--- src/rtl/fifo_wr_arbiter_pkg.sv ---
// ---------------------------------------------------------------------------
// fifo_arb_pkg
// Shared types and sizing helpers for the async-FIFO write-side arbiter.
//   arb_state_t   : arbiter FSM states (idle / burst in progress / out of credit)
//   addr_width()  : address bits needed to index a FIFO of the given depth
//   credit_width(): bits needed to hold a credit count of 0..depth inclusive
//   CREDIT_W      : credit width for the default 32-deep FIFO
// ---------------------------------------------------------------------------
package fifo_arb_pkg;

    // ST_ prefix keeps the state names clear of the BURST parameter.
    typedef enum logic [1:0] {
        ST_IDLE  = 2'd0,
        ST_BURST = 2'd1,
        ST_STALL = 2'd2
    } arb_state_t;

    function automatic int addr_width(input int depth);
        return (depth > 1) ? $clog2(depth) : 1;
    endfunction

    // One extra bit so that a completely empty FIFO (credits == depth) fits.
    function automatic int credit_width(input int depth);
        return addr_width(depth) + 1;
    endfunction

    localparam int CREDIT_W = credit_width(32);

endpackage

--- src/rtl/fifo_wr_arbiter_if.sv ---
// ---------------------------------------------------------------------------
// fifo_wr_arbiter_if
// Bundle between the producers, the arbiter and the FIFO write pins.
//   req, req_data   : per-requester request and packed data words
//   credit_ret      : one-cycle pulse, one FIFO slot freed by the reader
//   grant           : one-hot (or zero) grant, registered
//   fifo_data_in    : word to the FIFO data_in pins
//   fifo_write_en   : FIFO write strobe, equals |grant
//   credits         : free FIFO slots as known to the arbiter
//   stall, ovf_err  : out-of-credit indicator and sticky credit-overflow flag
// Modport master is the arbiter side; slave is the producer/FIFO side.
// ---------------------------------------------------------------------------
interface fifo_wr_arbiter_if #(
    parameter int NUM_REQ = 4,
    parameter int WIDTH   = 8,
    parameter int DEPTH   = 32
);
    localparam int CW = fifo_arb_pkg::credit_width(DEPTH);

    logic [NUM_REQ-1:0]       req;
    logic [NUM_REQ*WIDTH-1:0] req_data;
    logic                     credit_ret;
    logic [NUM_REQ-1:0]       grant;
    logic [WIDTH-1:0]         fifo_data_in;
    logic                     fifo_write_en;
    logic [CW-1:0]            credits;
    logic                     stall;
    logic                     ovf_err;

    modport master (
        input  req, req_data, credit_ret,
        output grant, fifo_data_in, fifo_write_en, credits, stall, ovf_err
    );

    modport slave (
        output req, req_data, credit_ret,
        input  grant, fifo_data_in, fifo_write_en, credits, stall, ovf_err
    );

endinterface

--- src/rtl/fifo_wr_arbiter_rr_pick.sv ---
// ---------------------------------------------------------------------------
// rr_pick
// Combinational rotating-priority picker. The search starts one position
// after ptr and wraps, so ptr itself has the lowest priority.
//   req   in  NUM_REQ : request vector
//   ptr   in  PW      : last owner
//   idx   out PW      : winning requester index (0 when valid is low)
//   valid out 1       : at least one request present
// ---------------------------------------------------------------------------
module rr_pick #(
    parameter int NUM_REQ = 4,
    parameter int PW      = $clog2(NUM_REQ)
) (
    input  logic [NUM_REQ-1:0] req,
    input  logic [PW-1:0]      ptr,
    output logic [PW-1:0]      idx,
    output logic               valid
);

    // cand[gi] is the requester at distance gi+1 from ptr; hit[gi] its request.
    logic [PW-1:0]      cand [NUM_REQ];
    logic [NUM_REQ-1:0] hit;

    for (genvar gi = 0; gi < NUM_REQ; gi++) begin : g_rot
        logic [PW:0] sum;
        assign sum      = {1'b0, ptr} + (PW+1)'(gi + 1);
        assign cand[gi] = (sum >= (PW+1)'(NUM_REQ)) ? PW'(sum - (PW+1)'(NUM_REQ))
                                                    : sum[PW-1:0];
        assign hit[gi]  = req[cand[gi]];
    end

    // Scan from farthest to nearest so the nearest hit is the last assignment.
    always_comb begin
        idx = '0;
        for (int k = NUM_REQ - 1; k >= 0; k--) begin
            if (hit[k]) begin
                idx = cand[k];
            end
        end
    end

    assign valid = |req;

endmodule

--- src/rtl/fifo_wr_arbiter.sv ---
// ---------------------------------------------------------------------------
// fifo_wr_arbiter
// Shares the single async-FIFO write port among NUM_REQ producers in the
// clk_w domain: round-robin ownership with bursts of at most BURST grants
// while others wait, and a credit counter standing in for the FIFO's
// missing full flag.
//   clk_w in  1 : write-domain clock (rising edge)
//   rst   in  1 : asynchronous active-low reset, shared with the FIFO
//   bus   master modport of fifo_wr_arbiter_if:
//         req/req_data/credit_ret in; grant/fifo_data_in/fifo_write_en/
//         credits/stall/ovf_err out, all registered.
// A grant bit high during a cycle means that requester's word was taken at
// the edge that started the cycle.
// ---------------------------------------------------------------------------
module fifo_wr_arbiter
    import fifo_arb_pkg::*;
#(
    parameter int NUM_REQ = 4,
    parameter int WIDTH   = 8,
    parameter int DEPTH   = 32,
    parameter int BURST   = 4
) (
    input  logic              clk_w,
    input  logic              rst,
    fifo_wr_arbiter_if.master bus
);

    localparam int CW = credit_width(DEPTH);
    localparam int PW = $clog2(NUM_REQ);
    localparam int BW = $clog2(BURST + 1);
    localparam logic [CW-1:0] FULL = CW'(DEPTH);

    arb_state_t         state_reg, state_next;
    logic [PW-1:0]      own_reg, own_next;
    logic [PW-1:0]      ptr_reg, ptr_next;
    logic [BW-1:0]      bcnt_reg, bcnt_next;
    logic [CW-1:0]      credits_reg, credits_next;
    logic [NUM_REQ-1:0] grant_reg;
    logic [WIDTH-1:0]   data_reg;
    logic               stall_reg;
    logic               ovf_reg;

    logic               wr_next;
    logic [PW-1:0]      widx;
    logic [PW-1:0]      pick_idx;
    logic               pick_valid;
    logic               have_cred;
    logic [NUM_REQ-1:0] others;

    logic [WIDTH-1:0]   word [NUM_REQ];

    for (genvar gi = 0; gi < NUM_REQ; gi++) begin : g_word
        assign word[gi] = bus.req_data[gi*WIDTH +: WIDTH];
    end

    rr_pick #(
        .NUM_REQ (NUM_REQ),
        .PW      (PW)
    ) u_pick (
        .req   (bus.req),
        .ptr   (ptr_reg),
        .idx   (pick_idx),
        .valid (pick_valid)
    );

    assign have_cred = (credits_reg != '0);
    assign others    = bus.req & ~(NUM_REQ'(1) << own_reg);

    // Next-state and grant decision.
    always_comb begin
        state_next = state_reg;
        own_next   = own_reg;
        ptr_next   = ptr_reg;
        bcnt_next  = bcnt_reg;
        wr_next    = 1'b0;
        widx       = own_reg;

        unique case (state_reg)
            ST_BURST: begin
                if (!have_cred && pick_valid) begin
                    state_next = ST_STALL;
                end else if (bus.req[own_reg] && (bcnt_reg < BW'(BURST))) begin
                    wr_next   = 1'b1;
                    bcnt_next = bcnt_reg + BW'(1);
                end else if (|others) begin
                    // ptr == own here, so the search reaches every other
                    // requester before coming back to the owner.
                    wr_next   = 1'b1;
                    widx      = pick_idx;
                    own_next  = pick_idx;
                    ptr_next  = pick_idx;
                    bcnt_next = BW'(1);
                end else if (bus.req[own_reg]) begin
                    wr_next   = 1'b1;
                    bcnt_next = BW'(1);
                end else begin
                    state_next = ST_IDLE;
                    bcnt_next  = '0;
                end
            end
            default: begin
                // ST_IDLE and ST_STALL arbitrate identically from ptr.
                if (!pick_valid) begin
                    state_next = ST_IDLE;
                end else if (!have_cred) begin
                    state_next = ST_STALL;
                end else begin
                    state_next = ST_BURST;
                    wr_next    = 1'b1;
                    widx       = pick_idx;
                    own_next   = pick_idx;
                    ptr_next   = pick_idx;
                    bcnt_next  = BW'(1);
                end
            end
        endcase
    end

    // Credit bookkeeping: a write and a return on the same edge cancel.
    always_comb begin
        credits_next = credits_reg;
        if (wr_next && !bus.credit_ret) begin
            credits_next = credits_reg - CW'(1);
        end else if (!wr_next && bus.credit_ret && (credits_reg != FULL)) begin
            credits_next = credits_reg + CW'(1);
        end
    end

    always_ff @(posedge clk_w or negedge rst) begin
        if (!rst) begin
            state_reg   <= ST_IDLE;
            own_reg     <= '0;
            ptr_reg     <= PW'(NUM_REQ - 1);
            bcnt_reg    <= '0;
            credits_reg <= FULL;
            grant_reg   <= '0;
            data_reg    <= '0;
            stall_reg   <= 1'b0;
            ovf_reg     <= 1'b0;
        end else begin
            state_reg   <= state_next;
            own_reg     <= own_next;
            ptr_reg     <= ptr_next;
            bcnt_reg    <= bcnt_next;
            credits_reg <= credits_next;
            grant_reg   <= wr_next ? (NUM_REQ'(1) << widx) : '0;
            if (wr_next) begin
                data_reg <= word[widx];
            end
            stall_reg   <= (state_next == ST_STALL);
            // A return while the counter is already full means a lost or
            // duplicated pulse upstream; remember it until reset.
            if (bus.credit_ret && (credits_reg == FULL)) begin
                ovf_reg <= 1'b1;
            end
        end
    end

    assign bus.grant         = grant_reg;
    assign bus.fifo_write_en = |grant_reg;
    assign bus.fifo_data_in  = data_reg;
    assign bus.credits       = credits_reg;
    assign bus.stall         = stall_reg;
    assign bus.ovf_err       = ovf_reg;

endmodule

--- src/flat_wrapper.sv ---
// flat-port wrapper written by rule: the top's interface ports become plain ports
module fifo_wr_arbiter_flat import fifo_arb_pkg::*;
#(
    parameter int NUM_REQ = 4,
    parameter int WIDTH   = 8,
    parameter int DEPTH   = 32,
    parameter int BURST   = 4
)
  (clk_w, rst, bus_req, bus_req_data, bus_credit_ret, bus_grant, bus_fifo_data_in, bus_fifo_write_en, bus_credits, bus_stall, bus_ovf_err);
  fifo_wr_arbiter_if #(.NUM_REQ(NUM_REQ), .WIDTH(WIDTH), .DEPTH(DEPTH)) bus_i ();
  input  logic clk_w;
  input  logic rst;
  input wire logic [$bits(bus_i.req)-1:0] bus_req;
  input wire logic [$bits(bus_i.req_data)-1:0] bus_req_data;
  input wire logic [$bits(bus_i.credit_ret)-1:0] bus_credit_ret;
  output wire logic [$bits(bus_i.grant)-1:0] bus_grant;
  output wire logic [$bits(bus_i.fifo_data_in)-1:0] bus_fifo_data_in;
  output wire logic [$bits(bus_i.fifo_write_en)-1:0] bus_fifo_write_en;
  output wire logic [$bits(bus_i.credits)-1:0] bus_credits;
  output wire logic [$bits(bus_i.stall)-1:0] bus_stall;
  output wire logic [$bits(bus_i.ovf_err)-1:0] bus_ovf_err;
  assign bus_i.req = bus_req;
  assign bus_i.req_data = bus_req_data;
  assign bus_i.credit_ret = bus_credit_ret;
  assign bus_grant = bus_i.grant;
  assign bus_fifo_data_in = bus_i.fifo_data_in;
  assign bus_fifo_write_en = bus_i.fifo_write_en;
  assign bus_credits = bus_i.credits;
  assign bus_stall = bus_i.stall;
  assign bus_ovf_err = bus_i.ovf_err;
  fifo_wr_arbiter #(.NUM_REQ(NUM_REQ), .WIDTH(WIDTH), .DEPTH(DEPTH), .BURST(BURST)) u_core (.clk_w(clk_w), .rst(rst), .bus(bus_i));
endmodule
--- config.mk ---
export PLATFORM = sky130hd
export DESIGN_NAME = fifo_wr_arbiter_flat
export DESIGN_NICKNAME = d
export VERILOG_FILES = /design/src/rtl/fifo_wr_arbiter_pkg.sv /design/src/rtl/fifo_wr_arbiter_if.sv /design/src/rtl/fifo_wr_arbiter_rr_pick.sv /design/src/rtl/fifo_wr_arbiter.sv /design/src/flat_wrapper.sv
export SDC_FILE = /design/constraint.sdc
export NUM_CORES = 1
export LEC_CHECK = 0
export CAP_MARGIN = 20
export CELL_PAD_IN_SITES_DETAIL_PLACEMENT = 0
export CELL_PAD_IN_SITES_GLOBAL_PLACEMENT = 1
export CORE_MARGIN = 2
export CORE_UTILIZATION = 36
export CTS_CLUSTER_DIAMETER = 120
export CTS_CLUSTER_SIZE = 25
export DETAILED_ROUTE_END_ITERATION = 12
export GPL_TIMING_DRIVEN = 0
export HOLD_SLACK_MARGIN = 0.15
export PLACE_DENSITY = 0.94
export SYNTH_ARGS = -nofsm -noshare
export SYNTH_HDL_FRONTEND = slang
export SYNTH_SLANG_ARGS = --single-unit
--- constraint.sdc ---
create_clock -name clk_w -period 7.4 [get_ports clk_w]
set_input_delay 1.48 -clock clk_w [delete_from_list [all_inputs] [get_ports clk_w]]
set_output_delay 1.48 -clock clk_w [all_outputs]
set_load 0.02 [all_outputs]
==> flow_metrics.py <==
metrics = {
    "status": {
        "status": "complete, no violations",
    },
    "power": {
        "vdd_ir_drop_max_mv": 0.283,
        "power_frac_comb_pct": 59.1,
        "internal-power_uw": 612,
        "p_seq_share_pct": 28.7,
        "powerDensity_nw_per_um2": 428,
        "net-switching-power_uw": 414,
        "switching_share_pct": 40.4,
        "leakage_uw": 0.00105,
        "p_clk_share_pct": 12.2,
    },
    "worst_setup_path": {
        "cp-end-kind": "flop",
        "path_class": "in -> reg",
        "worst_ep_required_time_ps": 7600,
        "cpMaxStageDelayCell": "or4_4",
        "worst-path-buf-inv": 2,
        "critical_path.top_delay_family": "simple AND/OR/NAND/NOR gates",
        "cp_max_fo": 10,
        "ff2ff_setup_slack_ps": 4720,
        "critPathArrivalTime_ps": 4100,
        "cp_cell_sequence": "clkdlybuf4s50_1 > or4_4 > nand2_1 > buf_2 > nor2_1 > xor2_1 > ha_1 > nor2_1 > nand2_1 > o21ai_0 > xor2_1",
        "cp-start-kind": "input pin",
        "max_stage_delay_ps": 650,
    },
    "floorplan": {
        "die_h_um": 71.4,
        "die_width_um": 71.4,
        "core_um2": 4350,
        "ios": 60,
        "start_util_pct": 37.6,
        "die-area_um2": 5100,
        "placement_rows": 24,
    },
    "worst_hold_path": {
        "min_path_type": "reg -> reg",
    },
    "placement": {
        "gp_congestion": 0.799,
        "port_buffers": 58,
        "dp_hpwl_um": 2730,
    },
    "sta": {
        "finalCritPeriodShare_pct": 52.8,
        "holdWs_ps": 484,
        "tightestPinTransition_ps": 622,
        "drv_slew": 0,
        "rsz0062_at_grt": "no",
        "max_slew_margin_pct": 58.4,
        "setup_violations": 0,
        "finalHoldViolCount": 0,
        "max_freq_mhz": 256,
        "fin_skew_ps": 5.08,
        "tns_ps": 0,
        "layout_min_cycle_time_ps": 3910,
    },
    "yosys": {
        "synth-warning-count": 0,
        "syn_avg_cell_area_um2": 10.8,
        "synth_nets": 192,
        "synth_seq_cells": 29,
        "netlist_instances": 151,
        "yosysTopAreaCellShare_pct": 39.8,
        "synthFlopType": "dfrtp_1",
        "synth-async-reset-ratio_pct": 100,
        "synth-edff-count": 0,
        "ys_top_cells_by_area": "dfrtp_1 40%, mux2i_1 13%, dfstp_2 4.8%, o221ai_1 4.8%, nand2_1 3.9%",
        "ys_types": 43,
        "ys_seq_area_share_pct": 44.6,
        "yosysTopAreaCell": "dfrtp_1",
        "syn_area_um2": 1640,
    },
    "global_routing": {
        "grt_antenna_before_repair": 0,
        "grt_remaining_overflow": 0,
        "grtUsageTotal_pct": 14.6,
        "grt_pass1_vias": 1243,
        "grt_pass1_wl_um": 5910,
        "grt_max_degree": 19,
    },
    "clock_tree": {
        "worstSkewPairLatency_ps": 270,
        "cts_tree": "done",
        "post_cts_resized": 0,
        "clockBufferDepth": 2,
        "h-tree-depth": 2,
        "postCtsSetupBuffers": 0,
        "numCtsBuffers": 5,
        "path_clk_slew_ps": 60,
        "root_buffer": "clkbuf_8",
        "tritoncts_num_sinks": 29,
        "cts_hold_buf": 0,
    },
    "detailed_routing": {
        "drt-total-wl_um": 3650,
        "via_per_inst": 5.09,
        "wl_per_cell_um": 13.5,
        "dr.pass1.iters": 4,
        "ant_nets": 0,
        "vias": 1374,
        "drtIter0Drc": 66,
        "drc_errors": 0,
    },
    "cells_and_area": {
        "n_fill_cell": 383,
        "nNetsFinal": 258,
        "layout-drive-gt1-share_pct": 13.8,
        "mostFrequentLayoutCell": "clkdlybuf4s50_1",
        "layout_common_cells": "58 x clkdlybuf4s50_1, 26 x dfrtp_1, 21 x mux2i_1, 17 x nand2_1",
        "diodes": 0,
        "regArea_um2": 729,
        "synthToLayoutAreaGrowth_pct": 46.4,
        "largest_reg_flops": 8,
        "multi_input_area_um2": 823,
    },
    "job": {
        "max-cap-violations": 0,
    },
}
==> routing by layer <==
layer | global-route usage [%] | vias to the layer above | wire length (um)
met3 | 4.36 | 5 | 219
met4 | 4.40 | 0 | 45
met1 | 20.2 | 641 | 1700
met5 | 0 | - | 0
li1 | - | 693 | -
met2 | 22.1 | 35 | 1690
==> kinds of logic after synthesis <==
kind of cell | Yosys count | share of synthesized area (%)
AO/OA/AOI/OAI | 31 | 15.1
flip-flops | 29 | 44.6
buffers and inverters | 13 | 5.12
AND/OR/NAND/NOR | 46 | 15.1
adder cells (fa/ha/maj) | 2 | 1.53
multiplexers | 25 | 15.8
XOR/XNOR | 5 | 2.68
==> layout make-up <==
| cell class | count | share of cell area, % |
|---|---|---|
| Buffer | 6 | 2.40 |
| Clock buffer | 5 | 2.87 |
| Clock inverter | 3 | 0.731 |
| Inverter | 7 | 1.10 |
| Multi-Input combinational cell | 109 | 34.4 |
| Sequential cell | 29 | 30.4 |
| Tap cell | 52 | 2.72 |
| Timing Repair Buffer | 59 | 25.4 |
==> cells in the mapped netlist, types with 2 or more instances <==
| library cell | instances |
|---|---|
| a21o_1 | 2 |
| a21oi_1 | 4 |
| a22o_1 | 2 |
| a22oi_1 | 2 |
| buf_2 | 3 |
| buf_6 | 2 |
| dfrtp_1 | 26 |
| dfstp_2 | 3 |
| ha_1 | 2 |
| inv_1 | 7 |
| mux2_2 | 3 |
| mux2i_1 | 21 |
| nand2_1 | 17 |
| nand2b_1 | 2 |
| nand4_1 | 2 |
| nor2_1 | 9 |
| nor3_1 | 2 |
| nor4_1 | 3 |
| o21ai_0 | 4 |
| o221ai_1 | 9 |
| xnor2_1 | 3 |
| xor2_1 | 2 |
==> per-stage QoR <==
step           std cells  area [um^2]  setup WS (ps)  power [uW]  utilization [%]
6_report             270         2400           3490        1030             55.0
3_3_place_gp         261         2280           3240         898             52.4
5_1_grt              270         2400           3310        1100             55.0
3_5_place_dp         262         2310           3210         907             53.0
4_1_cts              270         2400           3460        1040             55.0
2_1_floorplan        151         1640           3970         710                -
==> worst paths after layout <==
check,start,endpoint,depth (start not counted)
max,bus_req[1],u_core.bus.credits[4],11
min in group asynchronous,rst,u_core.bus.fifo_data_in[0],1
min,u_core.bus.ovf_err,u_core.bus.ovf_err,1
min reg2reg,u_core.bus.ovf_err,u_core.bus.ovf_err,1
max in group asynchronous,rst,u_core.ptr_reg[1],2
max reg2reg,u_core.bus.credits[3],u_core.bus.credits[4],11
==> power groups by stage <==
| stage | combinational [uW] | sequential [uW] | clock, uW |
|---|---|---|---|
| finish | 606 | 295 | 125 |
| global route | 655 | 305 | 136 |
| CTS | 615 | 294 | 129 |
| detailed placement | 612 | 296 | 0 |
| global placement | 603 | 295 | 0 |
| floorplan | 368 | 341 | 0 |
Power figures use the tool's default switching activity.
